### config.mk
export PLATFORM = sky130hd
export DESIGN_NAME = adder_tree_pipe_flat
export DESIGN_NICKNAME = d
export VERILOG_FILES = /design/src/rtl/adder_tree_pipe_if.sv /design/src/rtl/adder_tree_pipe.sv /design/src/flat_wrapper.sv
export SDC_FILE = /design/constraint.sdc
export NUM_CORES = 1
export LEC_CHECK = 0
export ABC_AREA = 1
export BUFFER_PORTS_ARGS = -buffer_cell sky130_fd_sc_hd__buf_4
export CAP_MARGIN = 20
export CORE_MARGIN = 4
export CORE_UTILIZATION = 38
export CTS_CLUSTER_SIZE = 30
export DETAILED_ROUTE_END_ITERATION = 16
export SLEW_MARGIN = 30
export SYNTH_ARGS = -nofsm -noshare
export SYNTH_HDL_FRONTEND = slang
export SYNTH_SLANG_ARGS = --single-unit
### constraint.sdc
create_clock -name clk -period 2.37 [get_ports clk]
set_input_delay 0.1185 -clock clk [delete_from_list [all_inputs] [get_ports clk]]
set_output_delay 0.1185 -clock clk [all_outputs]
set_load 0.005 [all_outputs]
### src/rtl/adder_tree_pipe_if.sv
// Operand-vector / result bundle for the pipelined adder tree.
// Latency: none (wires only); the tree's latency lives in the module itself.
// Backpressure: no ready path; en is a global stall driven by the master.
//
// Ports (master = producer/consumer side, slave = adder_tree_pipe):
//   en, flush, in_valid, din           master -> slave
//   out_valid, sum_full, dout, sat     slave  -> master
interface adder_tree_pipe_if #(
    parameter int DATA_W = 8,
    parameter int ARR_L  = 9,
    parameter int OUT_W  = 8
);
    localparam int SUM_W = DATA_W + $clog2(ARR_L);

    logic                    en;
    logic                    flush;
    logic                    in_valid;
    logic [DATA_W*ARR_L-1:0] din;
    logic                    out_valid;
    logic [SUM_W-1:0]        sum_full;
    logic [OUT_W-1:0]        dout;
    logic                    sat;

    modport master (
        output en, flush, in_valid, din,
        input  out_valid, sum_full, dout, sat
    );

    modport slave (
        input  en, flush, in_valid, din,
        output out_valid, sum_full, dout, sat
    );
endinterface

### src/rtl/adder_tree_pipe.sv
// Pipelined N-input adder tree with rounding shift + saturation on the output.
// Latency: S + 1 enabled cycles, S = 1 (PIPE_INTERVAL=0) or ceil(L/PIPE_INTERVAL).
// Backpressure: en=0 freezes every register (valids too); flush clears all valids.
//
// Ports:
//   clk, rst_n  clock and asynchronous active-low reset
//   bus         adder_tree_pipe_if slave: en, flush, in_valid, din in;
//               out_valid, sum_full (exact), dout (normalised), sat out
module adder_tree_pipe #(
    parameter int DATA_W        = 8,
    parameter int ARR_L         = 9,
    parameter int PIPE_INTERVAL = 1,
    parameter int SIGNED        = 0,
    parameter int SHIFT         = 4,
    parameter int OUT_W         = 8
) (
    input  logic              clk,
    input  logic              rst_n,
    adder_tree_pipe_if.slave  bus
);
    localparam int L       = $clog2(ARR_L);
    localparam int SUM_W   = DATA_W + L;
    localparam int PI_SAFE = (PIPE_INTERVAL == 0) ? 1 : PIPE_INTERVAL;
    // Clip comparison width: wide enough to hold both the shifted sum and the
    // OUT_W limits as signed values without wrap.
    localparam int CW      = ((SUM_W + 1 > OUT_W + 1) ? SUM_W + 1 : OUT_W + 1) + 1;

    // Number of tree nodes present after level k.
    function automatic int level_cnt(input int k);
        int n;
        n = ARR_L;
        for (int i = 0; i < k; i++) n = (n + 1) / 2;
        return n;
    endfunction

    function automatic bit level_reg(input int k);
        return (k == L) || ((PIPE_INTERVAL != 0) && ((k % PI_SAFE) == 0));
    endfunction

    // ------------------------------------------------------------------
    // Tree. Every node is carried at SUM_W bits; the true sum never needs
    // more, so the extra headroom on early levels is arithmetically inert.
    // ------------------------------------------------------------------
    genvar k, j;
    generate
        for (k = 0; k <= L; k++) begin : g_lvl
            localparam int N = level_cnt(k);
            logic [SUM_W-1:0] q [N];
            logic             v;

            if (k == 0) begin : g_in
                for (j = 0; j < N; j++) begin : g_op
                    logic [DATA_W-1:0] op;
                    assign op = bus.din[j*DATA_W +: DATA_W];
                    if (SIGNED != 0) begin : g_sx
                        assign q[j] = {{L{op[DATA_W-1]}}, op};
                    end else begin : g_zx
                        assign q[j] = {{L{1'b0}}, op};
                    end
                end
                assign v = bus.in_valid;
            end else begin : g_add
                localparam int NP = level_cnt(k - 1);
                logic [SUM_W-1:0] c [N];

                // Pair from the low index; a trailing odd node passes through.
                for (j = 0; j < N; j++) begin : g_node
                    if (2*j + 1 < NP) begin : g_pair
                        assign c[j] = g_lvl[k-1].q[2*j] + g_lvl[k-1].q[2*j+1];
                    end else begin : g_pass
                        assign c[j] = g_lvl[k-1].q[2*j];
                    end
                end

                if (level_reg(k)) begin : g_reg
                    always_ff @(posedge clk or negedge rst_n) begin
                        if (!rst_n) begin
                            for (int i = 0; i < N; i++) q[i] <= '0;
                            v <= 1'b0;
                        end else begin
                            if (bus.en) begin
                                for (int i = 0; i < N; i++) q[i] <= c[i];
                            end
                            if (bus.flush)   v <= 1'b0;
                            else if (bus.en) v <= g_lvl[k-1].v;
                        end
                    end
                end else begin : g_comb
                    assign q = c;
                    assign v = g_lvl[k-1].v;
                end
            end
        end
    endgenerate

    // ------------------------------------------------------------------
    // Normalisation: add half an LSB, shift, clip to OUT_W.
    // ------------------------------------------------------------------
    localparam int              SHIFT_M1 = (SHIFT > 0) ? SHIFT - 1 : 0;
    localparam logic [SUM_W:0]  RND_ONE  = 1;
    localparam logic [SUM_W:0]  RND      = (SHIFT > 0) ? (RND_ONE << SHIFT_M1) : '0;

    localparam logic signed [CW-1:0] ONE  = 1;
    localparam logic signed [CW-1:0] MAXV = (SIGNED != 0) ? (ONE <<< (OUT_W - 1)) - ONE
                                                          : (ONE <<< OUT_W) - ONE;
    localparam logic signed [CW-1:0] MINV = (SIGNED != 0) ? -(ONE <<< (OUT_W - 1)) : '0;

    logic [SUM_W-1:0]       sum;
    logic [SUM_W:0]         sum_x;
    logic [SUM_W:0]         rnd_sum;
    logic [SUM_W:0]         shf;
    logic signed [CW-1:0]   ext;
    logic                   sat_hi;
    logic                   sat_lo;
    logic [OUT_W-1:0]       dout_n;

    assign sum = g_lvl[L].q[0];

    generate
        if (SIGNED != 0) begin : g_norm_s
            logic signed [SUM_W:0] r_s;
            assign sum_x   = {sum[SUM_W-1], sum};
            assign rnd_sum = sum_x + RND;
            assign r_s     = rnd_sum;
            assign shf     = r_s >>> SHIFT;
            assign ext     = {{(CW-SUM_W-1){shf[SUM_W]}}, shf};
        end else begin : g_norm_u
            assign sum_x   = {1'b0, sum};
            assign rnd_sum = sum_x + RND;
            assign shf     = rnd_sum >> SHIFT;
            assign ext     = {{(CW-SUM_W-1){1'b0}}, shf};
        end
    endgenerate

    assign sat_hi = (ext > MAXV);
    assign sat_lo = (ext < MINV);
    assign dout_n = sat_hi ? MAXV[OUT_W-1:0] :
                    sat_lo ? MINV[OUT_W-1:0] : ext[OUT_W-1:0];

    always_ff @(posedge clk or negedge rst_n) begin
        if (!rst_n) begin
            bus.out_valid <= 1'b0;
            bus.sum_full  <= '0;
            bus.dout      <= '0;
            bus.sat       <= 1'b0;
        end else begin
            if (bus.en) begin
                bus.sum_full <= sum;
                bus.dout     <= dout_n;
                bus.sat      <= sat_hi | sat_lo;
            end
            if (bus.flush)   bus.out_valid <= 1'b0;
            else if (bus.en) bus.out_valid <= g_lvl[L].v;
        end
    end
endmodule

### src/flat_wrapper.sv
// flat-port wrapper written by rule: the top's interface ports become plain ports
module adder_tree_pipe_flat 
#(
    parameter int DATA_W        = 8,
    parameter int ARR_L         = 9,
    parameter int PIPE_INTERVAL = 1,
    parameter int SIGNED        = 0,
    parameter int SHIFT         = 4,
    parameter int OUT_W         = 8
)
  (clk, rst_n, bus_en, bus_flush, bus_in_valid, bus_din, bus_out_valid, bus_sum_full, bus_dout, bus_sat);
  adder_tree_pipe_if #(.DATA_W(DATA_W), .ARR_L(ARR_L), .OUT_W(OUT_W)) bus_i ();
  input  logic clk;
  input  logic rst_n;
  input wire logic [$bits(bus_i.en)-1:0] bus_en;
  input wire logic [$bits(bus_i.flush)-1:0] bus_flush;
  input wire logic [$bits(bus_i.in_valid)-1:0] bus_in_valid;
  input wire logic [$bits(bus_i.din)-1:0] bus_din;
  output wire logic [$bits(bus_i.out_valid)-1:0] bus_out_valid;
  output wire logic [$bits(bus_i.sum_full)-1:0] bus_sum_full;
  output wire logic [$bits(bus_i.dout)-1:0] bus_dout;
  output wire logic [$bits(bus_i.sat)-1:0] bus_sat;
  assign bus_i.en = bus_en;
  assign bus_i.flush = bus_flush;
  assign bus_i.in_valid = bus_in_valid;
  assign bus_i.din = bus_din;
  assign bus_out_valid = bus_i.out_valid;
  assign bus_sum_full = bus_i.sum_full;
  assign bus_dout = bus_i.dout;
  assign bus_sat = bus_i.sat;
  adder_tree_pipe #(.DATA_W(DATA_W), .ARR_L(ARR_L), .PIPE_INTERVAL(PIPE_INTERVAL), .SIGNED(SIGNED), .SHIFT(SHIFT), .OUT_W(OUT_W)) u_core (.clk(clk), .rst_n(rst_n), .bus(bus_i));
endmodule
==> summary.txt, run 1 <==
clk slew on worst S/H paths - 0.05 ns
n_diodes - 0
Worst setup EP type - flip-flop
Starting DRT DRC Count - 370
global-route wire length before repair - 30300 µm
Final period util - 78.7%
Placed Area - 8970 µm²
Lkg Pwr - 5.04 nW
per-cell routed wire length - 11.9 µm
full die area - 23300 µm²
total I/O pin count - 99
buffer count from post-CTS setup fixing - 0
worst slew pin tran - 0.668 ns
Port Buffer Count - 98
Peak VDD IR - 0.379 mV
type of the most critical hold path - primary input to flip-flop
GPL Wtd Cong - 0.831
Post-DP HPWL - 12300 µm
Max-slew headroom - 55.4%
CP arrival - 2.17 ns
Netlist Area Pre-Place - 7960 µm²
Final Max Slew Viols - 0
CP Max Fanout - 3
Worst Skew - 0.00693 ns
H-Tree Depth - 4
Critical Path RT - 2.67 ns
proportion of synthesized chip area in sequential cells - 40.6%
Synth cell types - 32
RSZ-0062 raised after global routing - false
final-report setup violation count - 0
Worst-Skew Late Latency - 0.42 ns
DRT Wirelength - 16900 µm
# Max-Cap Violations - 0
Synth Instances - 1032
initial antenna violation count - 0
hold_buf cts - 10
Final TNS setup - 0 ns
most common cell after layout, fill and taps aside - nand2_1
First-pass DRT Iterations - 5
total congestion overflow - 0
final routed DRC violation total - 0
status - completed
Ys Warns - 0
number of global-route vias before repair - 6810
Synth-to-Final Area Change - 21.0%
Syn Area/Cell - 7.71 µm²
Placement Rows - 52
CTS Root Cell - clkbuf_16
P per Cell Area - 922 nW/µm²
Initial Util - 39.0%
Core Region - 20400 µm²
fmax - 0.536 GHz
Setup CP Type - flip-flop to flip-flop
TritonCTS clock tree - yes
CTS Sinks - 129
Final min period - 1.87 ns
Layout Nets - 1291
Bufs on Longest Clock Path - 2
hold_ws - 0.0133 ns
Synth Net Count - 1186
Fin. Hold Viols - 0
TritonCTS buffer count - 17
setup ws final - 0.505 ns
crit path launch type - flip-flop
Fillers - 2116
GRT Resource Usage Total - 15.2%
Place WS - 0.527 ns
Final Util - 47.1%
antenna viol nets, final - 0
largest net degree at the start of global routing - 130
die width - 153 µm
commonest non-fill, non-tap cells in the layout - nand2_1 (396), dfrtp_1 (129), buf_4 (101)
DR vias/cell - 4.82
share of layout cells above drive strength 1 - 11.9%
vias - 6833
Yosys reg bits - 129
Die Y - 153 µm
post-route cell area - 9630 µm²
# resized after CTS - 0
[routing by layer]
metal | vias to the layer above | wire, µm | GRT usage (%)
met5 | - | 0 | 0
met4 | 0 | 272 | 5.01
met3 | 26 | 646 | 2.95
met2 | 106 | 7990 | 26.3
met1 | 3106 | 7980 | 19.1
li1 | 3595 | - | -
[Yosys cell counts (all sizes together)]
cell / count / area share, %
xor2: 3 / 0.33
o22ai: 3 / 0.24
ha: 69 / 11
clkbuf: 9 / 0.42
buf: 19 / 1.4
o21bai: 6 / 0.57
nor2: 48 / 2.4
nand3b: 16 / 1.5
inv: 78 / 3.7
dfrtp: 129 / 41
a21oi: 45 / 2.8
o21ai: 60 / 3.8
nand2: 396 / 19
o211ai: 1 / 0.16
nor3: 3 / 0.19
a31oi: 7 / 0.55
nand4: 16 / 1.4
a21boi: 1 / 0.094
o21a: 4 / 0.38
fa: 8 / 2.0
xnor2: 17 / 1.9
or2: 6 / 0.50
nand3: 88 / 5.6
[state kept, by name, indices dropped and copies added (netlist names)]
signal	count
u_core.bus.dout	8
u_core.bus.out_valid	1
u_core.bus.sat	1
u_core.bus.sum_full	12
u_core.g_lvl.q	103
u_core.g_lvl.v	4
[power breakdown]
| group | internal [mW] | leakage [nW] | switching (mW) | total, mW |
|---|---|---|---|---|
| sequential | 2.78 | 1.59 | 0.414 | 3.19 |
| clock | 1.61 | 0.275 | 0.904 | 2.51 |
| combinational | 1.37 | 3.17 | 1.81 | 3.18 |
[worst paths after layout]
check                                              startpoint                                 end  slack [ns]  cells past startpoint
hold reg to reg            u_core.bus.sum_full[4]$_DFFE_PN0P_  u_core.bus.sum_full[4]$_DFFE_PN0P_        0.47                      2
max in group asynchronous                               rst_n   u_core.g_lvl[1].q[40]$_DFFE_PN0P_        1.53                      3
setup / recovery            u_core.g_lvl[3].q[12]$_DFFE_PN0P_   u_core.g_lvl[4].q[10]$_DFFE_PN0P_        0.50                     11
setup reg to reg            u_core.g_lvl[3].q[12]$_DFFE_PN0P_   u_core.g_lvl[4].q[10]$_DFFE_PN0P_        0.50                     11
min in group asynchronous                               rst_n       u_core.g_lvl[2].v$_DFFE_PN0P_        0.37                      3
hold / removal                                      bus_flush       u_core.g_lvl[1].v$_DFFE_PN0P_        0.01                      4
[critical path, stage by stage (launching register included)]
cell and delay, ns:
dfrtp_1 0.35, ha_1 0.20, inv_1 0.08, fa_1 0.39, inv_1 0.08, nand2_1 0.07, o21ai_1 0.19, nand2_1 0.11
nand2_1 0.11, nand3_1 0.07, nand2_1 0.06, nor2_1 0.03
[through the flow]
step           total power, mW  std cells
2_1_floorplan             5.46       1032
3_3_place_gp              6.36       1378
3_5_place_dp              6.42       1378
4_1_cts                   8.99       1417
5_1_grt                   9.68       1417
6_report                  8.88       1417
[kinds of logic after synthesis]
group                    share of synthesized area [%]
AO/OA/AOI/OAI                                     8.58
XOR/XNOR                                          2.20
adder cells (fa/ha/maj)                           12.9
buffers and inverters                             5.53
flip-flops                                        40.6
AND/OR/NAND/NOR                                   30.3
[final cells by class]
cell class / count / area [µm²] / share of cell area, %
inverters: 78 / 295 / 3.07
clock buffers: 23 / 478 / 4.96
clock inverters: 6 / 82.6 / 0.857
flip-flops and latches: 129 / 3230 / 33.5
repair buffers: 114 / 918 / 9.53
well taps: 270 / 338 / 3.51
multi-input cells: 797 / 4290 / 44.6
(Power assumes the default switching activity.)
==> inputs of run 2 (changes only) <==
--- a/config.mk
+++ b/config.mk
@@ -5,7 +5,7 @@
 export SDC_FILE = /design/constraint.sdc
 export NUM_CORES = 1
 export LEC_CHECK = 0
-export ABC_AREA = 1
+export ABC_AREA = 0
 export BUFFER_PORTS_ARGS = -buffer_cell sky130_fd_sc_hd__buf_4
 export CAP_MARGIN = 20
 export CORE_MARGIN = 4
==> constraint.sdc (replaced) <==
create_clock -name clk -period 1.6 [get_ports clk]
set_input_delay 0.08 -clock clk [delete_from_list [all_inputs] [get_ports clk]]
set_output_delay 0.08 -clock clk [all_outputs]
set_load 0.005 [all_outputs]
==> summary.txt, run 2 <==
status - finished with violations
failing checks - setup timing
crit path launch type - flip-flop
largest net degree at the start of global routing - 49
worst slew pin tran - 0.528 ns
total I/O pin count - 99
Post-synth EDFFs - 0
Synth area leader - dfrtp_1
CP top delay family - compound AO/OA/AOI/OAI gates
Max-slew headroom - 64.4%
CTS Sinks - 129
total congestion overflow - 0
share of layout cells above drive strength 1 - 44.3%
Critical Path RT - 1.92 ns
Placement Rows - 51
DR vias/cell - 5.17
Synth Flop Type - dfrtp_1
placed insts - 1165
TritonCTS clock tree - yes
full die area - 22600 µm²
Port Buffer Count - 98
Ys Warns - 0
Synth Net Count - 863
Peak VDD IR - 0.862 mV
clk slew on worst S/H paths - 0.05 ns
Worst Skew - 0.00485 ns
Place WS - -0.500 ns
vias - 6312
antenna viol nets, final - 0
Final TNS setup - -5.77 ns
Bufs on Longest Clock Path - 2
Worst-Skew Late Latency - 0.41 ns
Yosys reg bits - 129
Regs by FF count - u_core.g_lvl.q: 103 flops, u_core.bus.sum_full: 12 flops, u_core.bus.dout: 8 flops
Core Region - 19700 µm²
Die Y - 150 µm
CP Launch Point - u_core.g_lvl[2].q[12]$_DFFE_PN0P_
Lkg Pwr - 4.94 nW
n_diodes - 0
CP max stage delay - 0.38 ns
number of global-route vias before repair - 6691
CP Cell Sequence - ha_2 > fa_2 > a211oi_2 > o21bai_2 > a2111oi_4 > nor3_1 > o31ai_1
most common cell after layout, fill and taps aside - buf_4
fmax - 0.473 GHz
Final period util - 132%
Final Util - 56.1%
Layout Nets - 1098
CTS Root Cell - clkbuf_16
list of most frequent post-synthesis cells - dfrtp_1 (129), ha_1 (69), mux2_2 (59)
Critical-path top delay cell - dfrtp_1
GPL Wtd Cong - 0.825
instance count on the critical path - 7
Worst setup EP type - flip-flop
per-cell routed wire length - 14.7 µm
Final Max Slew Viols - 0
top-count cell post-synth - dfrtp_1
First-pass DRT Iterations - 4
Starting DRT DRC Count - 184
Netlist Area Pre-Place - 7680 µm²
Initial Util - 39.1%
GRT Resource Usage Total - 16.4%
max reg flops - 103
Synth-to-Final Area Change - 43.5%
cell depth of the worst flop-to-flop path - 7
CP bufs+invs - 0
# Max-Cap Violations - 0
RSZ-0062 raised after global routing - true
die width - 150 µm
Critical R2R Capture - u_core.g_lvl[3].q[20]$_DFFE_PN0P_
Finished Layout Cells - 1222
global-route wire length before repair - 30600 µm
commonest non-fill, non-tap cells in the layout - buf_4 (210), dfrtp_1 (128), mux2_2 (54)
Setup CP Type - flip-flop to flip-flop
Synth cell types - 60
Async SR Flop Fraction - 100%
register-to-register setup slack - -0.51 ns
proportion of synthesized chip area in sequential cells - 42.0%
DRT Wirelength - 17900 µm
type of the most critical hold path - primary input to flip-flop
Biggest register - u_core.g_lvl.q
final routed DRC violation total - 0
setup ws final - -0.513 ns
main area contributors after synthesis - dfrtp_1 (42%), ha_1 (11%), mux2_2 (8.6%), a21oi_1 (2.7%), o31ai_1 (2.2%)
Final min period - 2.11 ns
final-report setup violation count - 24
Fin. Hold Viols - 0
Post-DP HPWL - 13000 µm
launch point of the worst reg-to-reg path - u_core.g_lvl[2].q[12]$_DFFE_PN0P_
Synth Instances - 709
Critical Path Sink - u_core.g_lvl[3].q[20]$_DFFE_PN0P_
H-Tree Depth - 4
CP Max Fanout - 3
CP arrival - 2.43 ns
P per Cell Area - 1580 nW/µm²
TritonCTS buffer count - 17
Syn Area/Cell - 10.8 µm²
Synth top area share - 42.0%
initial antenna violation count - 0
## run 2: cell types whose count changed in the layout (fill, tap and decap cells not counted), moves of 15 or more
cell,delta
a21o_1,+15
a21oi_1,-21
buf_4,+109
ha_1,-22
ha_4,+17
inv_1,-65
mux2_2,+54
nand2_1,-356
nand3_1,-78
nand4_1,-15
o21ai_0,-29
o31ai_1,+19
## run 2: per-layer routing
metal	share of wire (%)	vias up	track usage, %
met1	45	3068	20.3
met5	0	-	0
met3	2.8	26	2.86
li1	-	3135	-
met2	50	83	28.5
met4	2.3	0	6.36
## run 2: power breakdown
| part | switching [mW] | internal [mW] |
|---|---|---|
| combinational | 3.83 | 5.13 |
| clock | 1.32 | 2.04 |
| sequential | 0.779 | 4.27 |
## run 2: worst min-delay path by stage
stage | start | end | slack (ns) | cells after the start
2_1_floorplan | rst_n | u_core.bus.dout[0]$_DFFE_PN0P_ | -0.22 | 0
6_report | bus_din[40] | u_core.g_lvl[1].q[24]$_DFFE_PN0P_ | 0.04 | 3
5_1_grt | bus_din[40] | u_core.g_lvl[1].q[24]$_DFFE_PN0P_ | 0.03 | 3
3_5_place_dp | rst_n | u_core.bus.sum_full[11]$_DFFE_PN0P_ | 0.04 | 1
3_3_place_gp | rst_n | u_core.g_lvl[1].q[7]$_DFFE_PN0P_ | 0.03 | 1
4_1_cts | bus_din[40] | u_core.g_lvl[1].q[24]$_DFFE_PN0P_ | 0.02 | 3
## run 2: logic make-up after synthesis
family                   synth area share, %
XOR/XNOR                                2.51
buffers and inverters                   1.92
adder cells (fa/ha/maj)                 13.3
flip-flops                              42.0
multiplexers                            9.56
AND/OR/NAND/NOR                         12.1
AO/OA/AOI/OAI                           18.6
## run 2: timing repair
item / 4_1_cts / 5_1_grt
endpoints found under the hold margin: 133 / 0
hold buffers: 11 / 0
pin swaps: 30 / 31
setup endpoints to repair: 28 / 32
resized for setup: 48 / 61
setup buffers: 16 / 10
## run 2: cell type report
type                            count  area [µm²]
Inverter                           13        48.8
Fill cell                        1668        8630
Clock buffer                       25         475
Tap cell                          265         332
Multi-Input combinational cell    544        4970
Timing Repair Buffer              239        1940
Sequential cell                   129        3230
Clock inverter                      7        35.0
## run 2: stage by stage
| stage | instance area, µm² | hold WS [ns] | total power, mW |
|---|---|---|---|
| 6_report | 11000 | 0.0396 | 17.4 |
| 5_1_grt | 11000 | 0.0288 | 18.7 |
| 4_1_cts | 10700 | 0.0227 | 16.6 |
| 3_5_place_dp | 9750 | 0.0438 | 12.2 |
| 3_3_place_gp | 9750 | 0.0348 | 12.0 |
| 2_1_floorplan | 7850 | -0.216 | 9.27 |
## run 2: worst reg2reg max path: cells and delay by family (launching register included)
family / cells / cell delay, ns
AO/OA/AOI/OAI: 4 / 0.98
adder cells (fa/ha/maj): 2 / 0.58
AND/OR/NAND/NOR: 1 / 0.09
flip-flops: 1 / 0.38
==> inputs of run 3 (changes only) <==
--- a/config.mk
+++ b/config.mk
@@ -8,10 +8,11 @@
 export ABC_AREA = 0
 export BUFFER_PORTS_ARGS = -buffer_cell sky130_fd_sc_hd__buf_4
 export CAP_MARGIN = 20
-export CORE_MARGIN = 4
+export CORE_MARGIN = 1
 export CORE_UTILIZATION = 38
 export CTS_CLUSTER_SIZE = 30
 export DETAILED_ROUTE_END_ITERATION = 16
+export GPL_ROUTABILITY_DRIVEN = 1
 export SLEW_MARGIN = 30
 export SYNTH_ARGS = -nofsm -noshare
 export SYNTH_HDL_FRONTEND = slang
==> summary.txt, run 3 (synthesized netlist as in run 2, its figures left out) <==
status - finished with violations
failing checks - setup timing
Core Region - 19700 µm²
max reg flops - 103
Final Max Slew Viols - 0
total I/O pin count - 99
Net Switching - 5.96 mW
vias - 6376
post-route cell area - 11000 µm²
final routed DRC violation total - 0
antenna viol nets, final - 0
combinational share of power - 49.6%
Regs by FF count - u_core.g_lvl.q: 103 flops, u_core.bus.sum_full: 12 flops, u_core.bus.dout: 8 flops
Fin. Hold Viols - 0
most crowded layer after global routing - met2
First-pass DRT Iterations - 4
share of layout cells above drive strength 1 - 43.8%
met2 usage - 32.4%
commonest non-fill, non-tap cells in the layout - buf_4 (222), dfrtp_1 (128), mux2_2 (54)
register-to-register setup slack - -0.49 ns
Sw Share - 33.4%
CP Max Fanout - 3
TritonCTS clock tree - yes
Max-slew headroom - 66.2%
Placed Area - 9770 µm²
number of global-route vias before repair - 6596
total congestion overflow - 0
CP max stage delay - 0.40 ns
Worst-Skew Late Latency - 0.42 ns
per-cell routed wire length - 14.5 µm
Final period util - 130%
crit path launch type - flip-flop
most common cell after layout, fill and taps aside - buf_4
Die Y - 144 µm
cell depth of the worst flop-to-flop path - 7
Layout Nets - 1105
n_diodes - 0
die width - 144 µm
Biggest register - u_core.g_lvl.q
cell internal pwr - 11.9 mW
# Max-Cap Violations - 0
GRT met3 Usage - 3.77%
Worst Skew - 0.00948 ns
global-route wire length before repair - 29900 µm
Post-DP HPWL - 13100 µm
initial antenna violation count - 0
CP Launch Point - u_core.g_lvl[2].q[24]$_DFFE_PN0P_
Final Util - 56.2%
full die area - 20800 µm²
launch point of the worst reg-to-reg path - u_core.g_lvl[2].q[24]$_DFFE_PN0P_
worst slew pin tran - 0.506 ns
GPL Wtd Cong - 0.891
Bufs on Longest Clock Path - 2
Place WS - -0.522 ns
Synth-to-Final Area Change - 43.8%
Critical Path RT - 1.89 ns
Finished Layout Cells - 1229
Setup CP Type - flip-flop to flip-flop
setup ws final - -0.486 ns
P per Cell Area - 1620 nW/µm²
global-route met1 utilization - 21.5%
CP Cell Sequence - ha_2 > fa_2 > a211oi_4 > o21bai_2 > a2111oi_4 > o41ai_1 > a21boi_0
placed insts - 1170
Placement Rows - 51
Initial Util - 39.1%
DRT Wirelength - 17900 µm
fmax - 0.479 GHz
Final min period - 2.09 ns
TritonCTS buffer count - 17
RSZ-0062 raised after global routing - true
Lkg Pwr - 4.98 nW
sequential share of power - 28.3%
Starting DRT DRC Count - 347
Final TNS setup - -5.72 ns
CP arrival - 2.38 ns
power share of the clock group - 22.1%
Peak VDD IR - 0.834 mV
Critical R2R Capture - u_core.g_lvl[3].q[22]$_DFFE_PN0P_
Critical Path Sink - u_core.g_lvl[3].q[22]$_DFFE_PN0P_
DR vias/cell - 5.19
GRT Resource Usage Total - 18.2%
clk slew on worst S/H paths - 0.06 ns
H-Tree Depth - 4
Worst setup EP type - flip-flop
CTS Sinks - 129
largest net degree at the start of global routing - 67
final-report setup violation count - 26
CTS Root Cell - clkbuf_16
Critical-path top delay cell - fa_2
Port Buffer Count - 98
type of the most critical hold path - primary input to flip-flop
-- run 3: timing repair --
| item | in CTS | in global routing |
|---|---|---|
| hold buffers | 11 | 0 |
| buffers inserted | 9 | 11 |
| pin swaps | 35 | 26 |
| endpoints found under the setup margin | 29 | 29 |
| endpoints found under the hold margin | 47 | 0 |
| resized for setup | 53 | 32 |
| cloned | 0 | 0 |
-- run 3: layout make-up --
class                           count  area, µm²
Fill cell                        1655       8610
Multi-Input combinational cell    544       4870
Sequential cell                   129       3230
Timing Repair Buffer              246       1960
Clock buffer                       22        474
Tap cell                          265        332
Clock inverter                     10        133
Inverter                           13       48.8
-- run 3: routing by layer --
layer,wire length (µm),up-vias
met2,9220,110
met5,0,-
met1,7790,3100
met3,494,24
met4,352,0
li1,-,3142
-- run 3: worst min path at each step --
stage           startpoint                                 to  slack, ns  cells past startpoint
3_5_place_dp         rst_n   u_core.g_lvl[1].q[6]$_DFFE_PN0P_       0.09                      1
2_1_floorplan        rst_n     u_core.bus.dout[0]$_DFFE_PN0P_      -0.22                      0
6_report       bus_din[40]  u_core.g_lvl[1].q[24]$_DFFE_PN0P_       0.03                      3
4_1_cts         bus_din[8]  u_core.g_lvl[1].q[48]$_DFFE_PN0P_       0.02                      3
5_1_grt         bus_din[8]  u_core.g_lvl[1].q[48]$_DFFE_PN0P_       0.03                      3
3_3_place_gp         rst_n   u_core.g_lvl[1].q[7]$_DFFE_PN0P_       0.08                      1
-- run 3: critical path: cells and delay by family, from the launching register on --
kind | cells | cell delay [ns]
fa+ha+maj | 2 | 0.60
compound gates | 5 | 0.98
flops | 1 | 0.39
-- run 3: power groups by stage --
stage               Combinational, mW  Sequential, mW  Clock [mW]
floorplan                        4.40            4.87           0
global placement                 7.03            5.00           0
detailed placement               7.23            5.06           0
CTS                              8.17            5.05        4.03
global route                     9.71            5.21        4.22
finish                           8.86            5.06        3.95
-- run 3: stage by stage --
stage                     hold WS (ns)  power, mW
after floorplan                 -0.216       9.27
after global routing            0.0255       19.1
after detailed placement        0.0888       12.3
final                           0.0306       17.9
after CTS                       0.0191       17.3
after global placement          0.0773       12.0
